===== src/rtl/uart_tx_arbiter.sv =====
`default_nettype none
// +----------------------------------------------------------------------------+
// | uart_tx_arbiter - line-locked round-robin sharing of one UART transmitter  |
// | Revision 1.0                                                               |
// +----------------------------------------------------------------------------+
module uart_tx_arbiter #(
  parameter int         N_REQ        = 2,
  parameter int         MAX_BURST    = 16,
  parameter int         HOLD_TIMEOUT = 255,
  parameter logic [7:0] EOL          = 8'h0A
) (
  input  logic               clk,
  input  logic               rst_n,
  input  logic [N_REQ-1:0]   req_valid,
  input  logic [8*N_REQ-1:0] req_data,
  output logic [N_REQ-1:0]   req_ready,
  output logic [7:0]         tx_data,
  output logic               tx_valid,
  input  logic               tx_ready,
  output logic [N_REQ-1:0]   grant,
  output logic               busy
);

  localparam int IW = $clog2(N_REQ);
  localparam int BW = $clog2(MAX_BURST + 1);
  localparam int SW = $clog2(HOLD_TIMEOUT + 1);
  localparam logic [BW-1:0] BURST_LAST = BW'(MAX_BURST - 1);
  localparam logic [SW-1:0] STALL_LAST = SW'(HOLD_TIMEOUT - 1);
  localparam logic [IW-1:0] LAST_RST   = IW'(N_REQ - 1);

  typedef enum logic [0:0] {
    IDLE   = 1'b0,
    LOCKED = 1'b1
  } state_t;

  state_t           state;
  logic [IW-1:0]    owner;
  logic [IW-1:0]    last;
  logic [IW-1:0]    pick;
  logic [N_REQ-1:0] pick_oh;
  logic             found;
  logic [BW-1:0]    burst_cnt;
  logic [SW-1:0]    stall_cnt;
  logic             xfer;
  logic             release_now;
  logic [7:0]       req_byte [N_REQ];

  genvar gi;
  generate
    for (gi = 0; gi < N_REQ; gi++) begin : g_bytes
      assign req_byte[gi] = req_data[8*gi +: 8];
    end
  endgenerate

  // Passthrough is gated by the registered state so an async reset silences it at once.
  always_comb begin
    tx_valid  = 1'b0;
    tx_data   = 8'h00;
    req_ready = '0;
    if (state == LOCKED) begin
      tx_valid         = req_valid[owner];
      tx_data          = req_byte[owner];
      req_ready[owner] = tx_ready;
    end
  end

  always_comb begin
    int cand;
    cand    = 0;
    pick    = last;
    pick_oh = '0;
    found   = 1'b0;
    for (int k = 1; k <= N_REQ; k++) begin
      cand = int'(last) + k;
      if (cand >= N_REQ) cand = cand - N_REQ;
      if (!found && req_valid[cand[IW-1:0]]) begin
        found                 = 1'b1;
        pick                  = cand[IW-1:0];
        pick_oh               = '0;
        pick_oh[cand[IW-1:0]] = 1'b1;
      end
    end
  end

  assign xfer = tx_valid && tx_ready;

  // EOL and burst-limit coincide on one transfer and release only once.
  assign release_now = (xfer && ((tx_data == EOL) || (burst_cnt == BURST_LAST)))
                    || (!req_valid[owner] && (stall_cnt == STALL_LAST));

  always_ff @(posedge clk or negedge rst_n) begin
    if (!rst_n) begin
      state     <= IDLE;
      owner     <= '0;
      last      <= LAST_RST;
      burst_cnt <= '0;
      stall_cnt <= '0;
      grant     <= '0;
      busy      <= 1'b0;
    end else begin
      case (state)
        IDLE: begin
          if (found) begin
            state     <= LOCKED;
            owner     <= pick;
            grant     <= pick_oh;
            busy      <= 1'b1;
            burst_cnt <= '0;
            stall_cnt <= '0;
          end
        end
        LOCKED: begin
          if (xfer) burst_cnt <= burst_cnt + BW'(1);
          // Backpressure keeps valid high, so it never advances the stall count.
          if (req_valid[owner]) stall_cnt <= '0;
          else                  stall_cnt <= stall_cnt + SW'(1);
          if (release_now) begin
            state <= IDLE;
            last  <= owner;
            grant <= '0;
            busy  <= 1'b0;
          end
        end
        default: state <= IDLE;
      endcase
    end
  end

endmodule
`default_nettype wire


===== config.mk =====
export PLATFORM = sky130hd
export DESIGN_NAME = uart_tx_arbiter
export DESIGN_NICKNAME = d
export VERILOG_FILES = /design/src/rtl/uart_tx_arbiter.sv
export SDC_FILE = /design/constraint.sdc
export NUM_CORES = 1
export LEC_CHECK = 0
export ABC_CLOCK_PERIOD_IN_PS = 3400
export BUFFER_PORTS_ARGS = -buffer_cell sky130_fd_sc_hd__buf_2
export CELL_PAD_IN_SITES_DETAIL_PLACEMENT = 0
export CELL_PAD_IN_SITES_GLOBAL_PLACEMENT = 2
export CORE_MARGIN = 2
export CORE_UTILIZATION = 31
export CTS_CLUSTER_SIZE = 25
export DETAILED_ROUTE_END_ITERATION = 8
export GPL_TIMING_DRIVEN = 1
export PLACE_DENSITY_LB_ADDON = 0.1
export SYNTH_ARGS = -nofsm -noshare
export SYNTH_HDL_FRONTEND = slang
export SYNTH_SLANG_ARGS = --single-unit

===== constraint.sdc =====
create_clock -name clk -period 3.4 [get_ports clk]
set_clock_uncertainty 0.15 [all_clocks]
set_input_delay 0.34 -clock clk [delete_from_list [all_inputs] [get_ports clk]]
set_output_delay 0.34 -clock clk [all_outputs]
set_load 0.01 [all_outputs]

[Word level (Yosys, flattened, before mapping)]
Index checks and enable logic that the tools add are counted.
Operators by class
  mux-type cells: 41
  add/subtract/negate cells: 6
  magnitude comparators: 9
  bitwise gates (word level): 3
  eq/ne operators: 6
  reduce and logical (&&, ||, !) cells: 15
Operators by type and width (number)
  $mux W8: 6
  $mux W1: 20
  $pmux W8 S2: 1
  $mux W2: 5
  $mux W5: 2
  $pmux W5 S2: 1
  $add A8 B1 Y8 const B: 1
  $eq A8 B4 Y1 const B: 1
  $eq A8 B8 Y1 const B: 1
  $reduce_and A2 Y1: 4
  $logic_and A1 B1 Y1: 7
  $lt A1 B2 Y1 const B: 3
  $add A5 B1 Y5 const B: 1
  $eq A5 B4 Y1 const B: 1
  $ge A2 B2 Y1 const B: 2
  $ne A2 B1 Y1 const B: 2
  $pmux W1 S2: 2
  $pmux W2 S2: 1
  $add A1 B2 Y3 const B: 1
  $demux W1 S1: 3
  $ge A1 B1 Y1 const B: 3
  $ge A3 B2 Y1 const B: 1
  $add A1 B1 Y2 const B: 1
  $and A2 B2 Y2: 1
  other kinds (6): 9
Word-level totals
  output and inout port bits: 14
  flip-flop bits (word level): 19
  word-level logic and storage cells: 87
  input port bits: 21

[Depth between registers and ports, before layout]
  depth in word-level cells: 11
  mapped depth: 7

[Least setup slack after synthesis]
Ideal clock, no wire load.
  path kind: register to register
  from: reg burst_cnt[0]
  to: reg last
  arrival time: 1.460 ns
  path slack: 1.715 ns
  stages on the path, launching flop included: 7
  setup time: 0.075 ns
  path through: dfrtp_1 -> ha_1 -> and3_1 -> ha_1 -> a31oi_1 -> o21ba_1 -> mux2i_1
On the way
  word-level cells in the longest chain between the ends: 5
Ends and longest elaborated chain
  from (decl): RTL line 42  | logic [BW-1:0] burst_cnt;
  from (signal assigned): RTL line 113  | if (xfer) burst_cnt <= burst_cnt + BW'(1);
  $eq A5 B4 Y1: RTL line 88  | assign release_now = (xfer && ((tx_data == EOL) || (burst_cnt == BURST_LAST)))
  $logic_or A1 B1 Y1: RTL line 88
  $logic_and A1 B1 Y1: RTL line 88
  $logic_or A1 B1 Y1: RTL line 89  | || (!req_valid[owner] && (stall_cnt == STALL_LAST));
  $reduce_and A2 Y1 (no line)
  to (signal assigned): RTL line 119  | last <= owner;
  to (decl): RTL line 38  | logic [IW-1:0] last;
No other way between the ends.
A chain may end at the register's enable or synchronous reset.

[Worst setup path after layout]
  from: reg owner
  to: out tx_valid
On the way
  word-level cells in the longest chain between the ends: 3
Ends and longest elaborated chain
  from (decl): RTL line 37  | logic [IW-1:0] owner;
  from (signal assigned): RTL line 105  | owner <= pick;
  $mux W1 (not written as such) (2 in series): RTL line 61  | tx_valid = req_valid[owner];
  $mux W1: RTL line 60  | if (state == LOCKED) begin
  to (decl): RTL line 18  | output logic tx_valid,
No other way between the ends. The select of a mux whose other input is x is not followed.

==> flow_metrics.py <==
metrics = {
    "run_status": {
        "outcome": "finished clean",
    },
    "hold_path": {
        "hp-start": "req_valid[0]",
        "hold_path_class": "primary input to register",
    },
    "global_routing": {
        "overflow": 0,
        "grt_pass1_wl_um": 4950,
        "grt.total_usage": 0.150,
        "grt_max_degree": 20,
        "antenna_found_initial": 0,
        "grt_pass1_vias": 1105,
    },
    "synthesis": {
        "synth-warning-count": 0,
        "synth_seq_area_share": 0.421,
        "synth_edf_count": 0,
        "synth_cell_type_count": 29,
        "synth_largest_area_cell": "dfrtp_1",
        "synth.top_cells.by_count": "20 x nor2_1, 18 x dfrtp_1, 15 x nand2_1, 14 x o21ai_0",
        "synth.area.mux_share": 0.0829,
        "yosys.area_share.simple": 0.265,
        "synth-adder-area-share": 0.0442,
        "syn_area_per_cell_um2": 8.64,
        "synthCells": 131,
        "yosysMostFrequentCell": "nor2_1",
        "synth_compound_area_frac": 0.128,
        "syn_nets": 156,
        "syn_area_um2": 1130,
        "synth_top_family_by_area": "simple AND/OR/NAND/NOR gates",
        "synthXorXnorAreaFrac": 0.0309,
        "synth_area_leaders": "dfrtp_1 40%, mux2i_1 7.1%, nor2_1 6.6%, o21ai_0 6.2%, nand2_1 5.0%",
        "yosys.area.top_type_share": 0.398,
        "ys_ff_latch": 19,
        "synth_ff_type": "dfrtp_1",
        "ys_async_sr_fraction": 1.00,
    },
    "placed_design": {
        "hpwlAfterDp_um": 2150,
        "finalWeightedCongestion": 0.744,
        "dp_cells": 208,
        "post-place-ws_ns": 1.26,
        "io_buffers": 34,
    },
    "finish": {
        "final_cells": 213,
        "area_growth_pct": 22.3,
        "diodes": 0,
        "nets": 193,
        "drive_above_1_share": 0.240,
    },
    "detailed_routing": {
        "wire_per_inst_um": 13.0,
        "drc": 0,
        "dr.pass1.iters": 5,
        "ant_nets": 0,
        "drtIter0Drc": 51,
        "vias": 1035,
        "wl_um": 2770,
        "viasPerCell": 4.86,
    },
    "clock_network": {
        "cts_buffer_depth": 2,
        "clk_pin_slew_ns": 0.12,
        "post_cts_resized": 0,
        "clk_latency_ns": 0.30,
        "clock_sinks": 19,
        "cts_tree": "built",
        "clock-root-buffer": "clkbuf_4",
        "cts_buffers": 3,
        "htreeDepth": 1,
    },
    "worst_setup_path": {
        "r2r-start": "owner",
        "worstPathArrival_ns": 1.77,
        "end_kind": "output port",
        "critPathMaxStageDelay_ns": 0.73,
        "crit_type": "register to output port",
        "r2r_setup_slack_ns": 1.22,
        "worstPathCellList": "mux2i_2, nor2_1, buf_2",
        "cp_max_fo": 13,
        "crit_start": "owner",
        "crit_required_ns": 2.91,
        "slowest_stage": "dfrtp_1",
        "worstSetupStartpointType": "register",
    },
    "floorplan": {
        "die_h_um": 64.4,
        "io_pins": 35,
        "core_area_um2": 3420,
        "fp-row-count": 21,
        "fp.dieW_um": 64.4,
        "start_util": 0.332,
        "die_area_um2": 4150,
    },
    "job": {
        "maxCapViolCount": 0,
    },
    "sta": {
        "fmax_mhz": 443,
        "slew_viol_final": 0,
        "rsz0062_at_grt": "false",
        "setup_viol_count_final": 0,
        "tightestPinTransition_ns": 0.939,
        "final.period_utilization": 0.664,
        "worst_slack_ns": 1.14,
        "tns_ns": 0,
        "hold_viol_final": 0,
        "maxSlewHeadroom": 0.369,
        "period_minus_slack_ns": 2.26,
    },
    "power": {
        "p_leak_nw": 0.715,
        "p_per_area_nw_per_um2": 548,
        "ir_drop_mv": 0.234,
    },
}
-- path summary, 6_finish.rpt --
| kind | end | cells past startpoint |
|---|---|---|
| setup / recovery | tx_valid | 3 |
| hold / removal | grant[0] | 3 |
| setup reg to reg | busy | 4 |
| hold reg to reg | burst_cnt[4] | 2 |
| max in group asynchronous | last | 2 |
| min in group asynchronous | owner | 2 |
-- per-layer routing --
| layer | global-route usage | vias to the layer above | share of wire |
|---|---|---|---|
| met5 | 0 | - | 0 |
| met4 | 0.0266 | 0 | 0.0043 |
| met3 | 0.0417 | 2 | 0.029 |
| met2 | 0.251 | 9 | 0.50 |
| met1 | 0.197 | 493 | 0.46 |
| li1 | - | 531 | - |
-- cell usage in the layout, fill, tap and decap left out --
cell           synthesis  final
dfrtp_1               18     18
nand4bb_1              2      2
nor2_1                20     20
nand3_1                8      8
and3_1                 4      4
a21o_1                 1      1
o21ai_0               14     14
nand2_1               15     15
dlygate4sd3_1          0      1
a21oi_1                6      6
xnor2_1                1      1
o31ai_1                2      2
nand4_1                1      1
mux2i_2                1      1
o22ai_1                1      1
xor2_1                 3      3
clkinv_2               0      1
nor3_1                 1      1
or4_1                  2      2
a31oi_1                1      1
or2_1                  1      1
and4_1                 2      2
clkbuf_4               0      3
nor2b_1                4      4
nand2b_1               1      1
dfstp_2                1      1
o21ba_1                1      1
ha_1                   4      4
inv_1                  5      5
mux2i_1                8      8
buf_2                  1     34
-- report_power, final --
| group | switching, mW | internal, mW |
|---|---|---|
| Combinational | 0.151 | 0.134 |
| Sequential | 0.0694 | 0.288 |
| Clock | 0.0724 | 0.0438 |
-- layout make-up --
class	count	area, um^2
clock buffer	3	22.5
clock inverter	1	5.00
fill	371	2030
inverter	5	18.8
multi-input combinational	104	624
sequential	19	477
tap	46	57.6
timing repair buffer	35	180
-- sequential cells by signal (all words and copies together) (netlist names) --
| signal | cells |
|---|---|
| stall_cnt | 8 |
| burst_cnt | 5 |
| grant | 2 |
| busy | 1 |
| last | 1 |
| owner | 1 |
| state | 1 |
-- per-stage QoR --
step                      instance area, um^2  utilization  hold slack (ns)  power [mW]
after floorplan                          1130            -           -0.106       0.537
after global placement                   1350        0.395            0.162       0.649
after detailed placement                 1350        0.395            0.159       0.652
after CTS                                1390        0.405            0.186       0.772
after global routing                     1390        0.405            0.211       0.834
final                                    1390        0.405            0.195       0.759
-- logic make-up after synthesis --
| kind of cell | count (synthesis) |
|---|---|
| AO/OA/AOI/OAI | 26 |
| XOR/XNOR | 4 |
| adder cells (fa/ha/maj) | 4 |
| buffers and inverters | 8 |
| flip-flops | 19 |
| multiplexers | 9 |
| AND/OR/NAND/NOR | 61 |
-- worst max-delay path, delay by kind of cell, from the launching register on --
family / cells / cell delay [ns]
buffers and inverters: 1 / 0.15
DFF: 1 / 0.73
muxes: 1 / 0.49
and+or+nand+nor: 1 / 0.09
-- repair_timing --
item	in CTS	in global routing
hold endpoints to repair	18	0
hold buffers	1	0
buffers inserted	0	0
No activity file was read; power rests on OpenSTA's default activity.
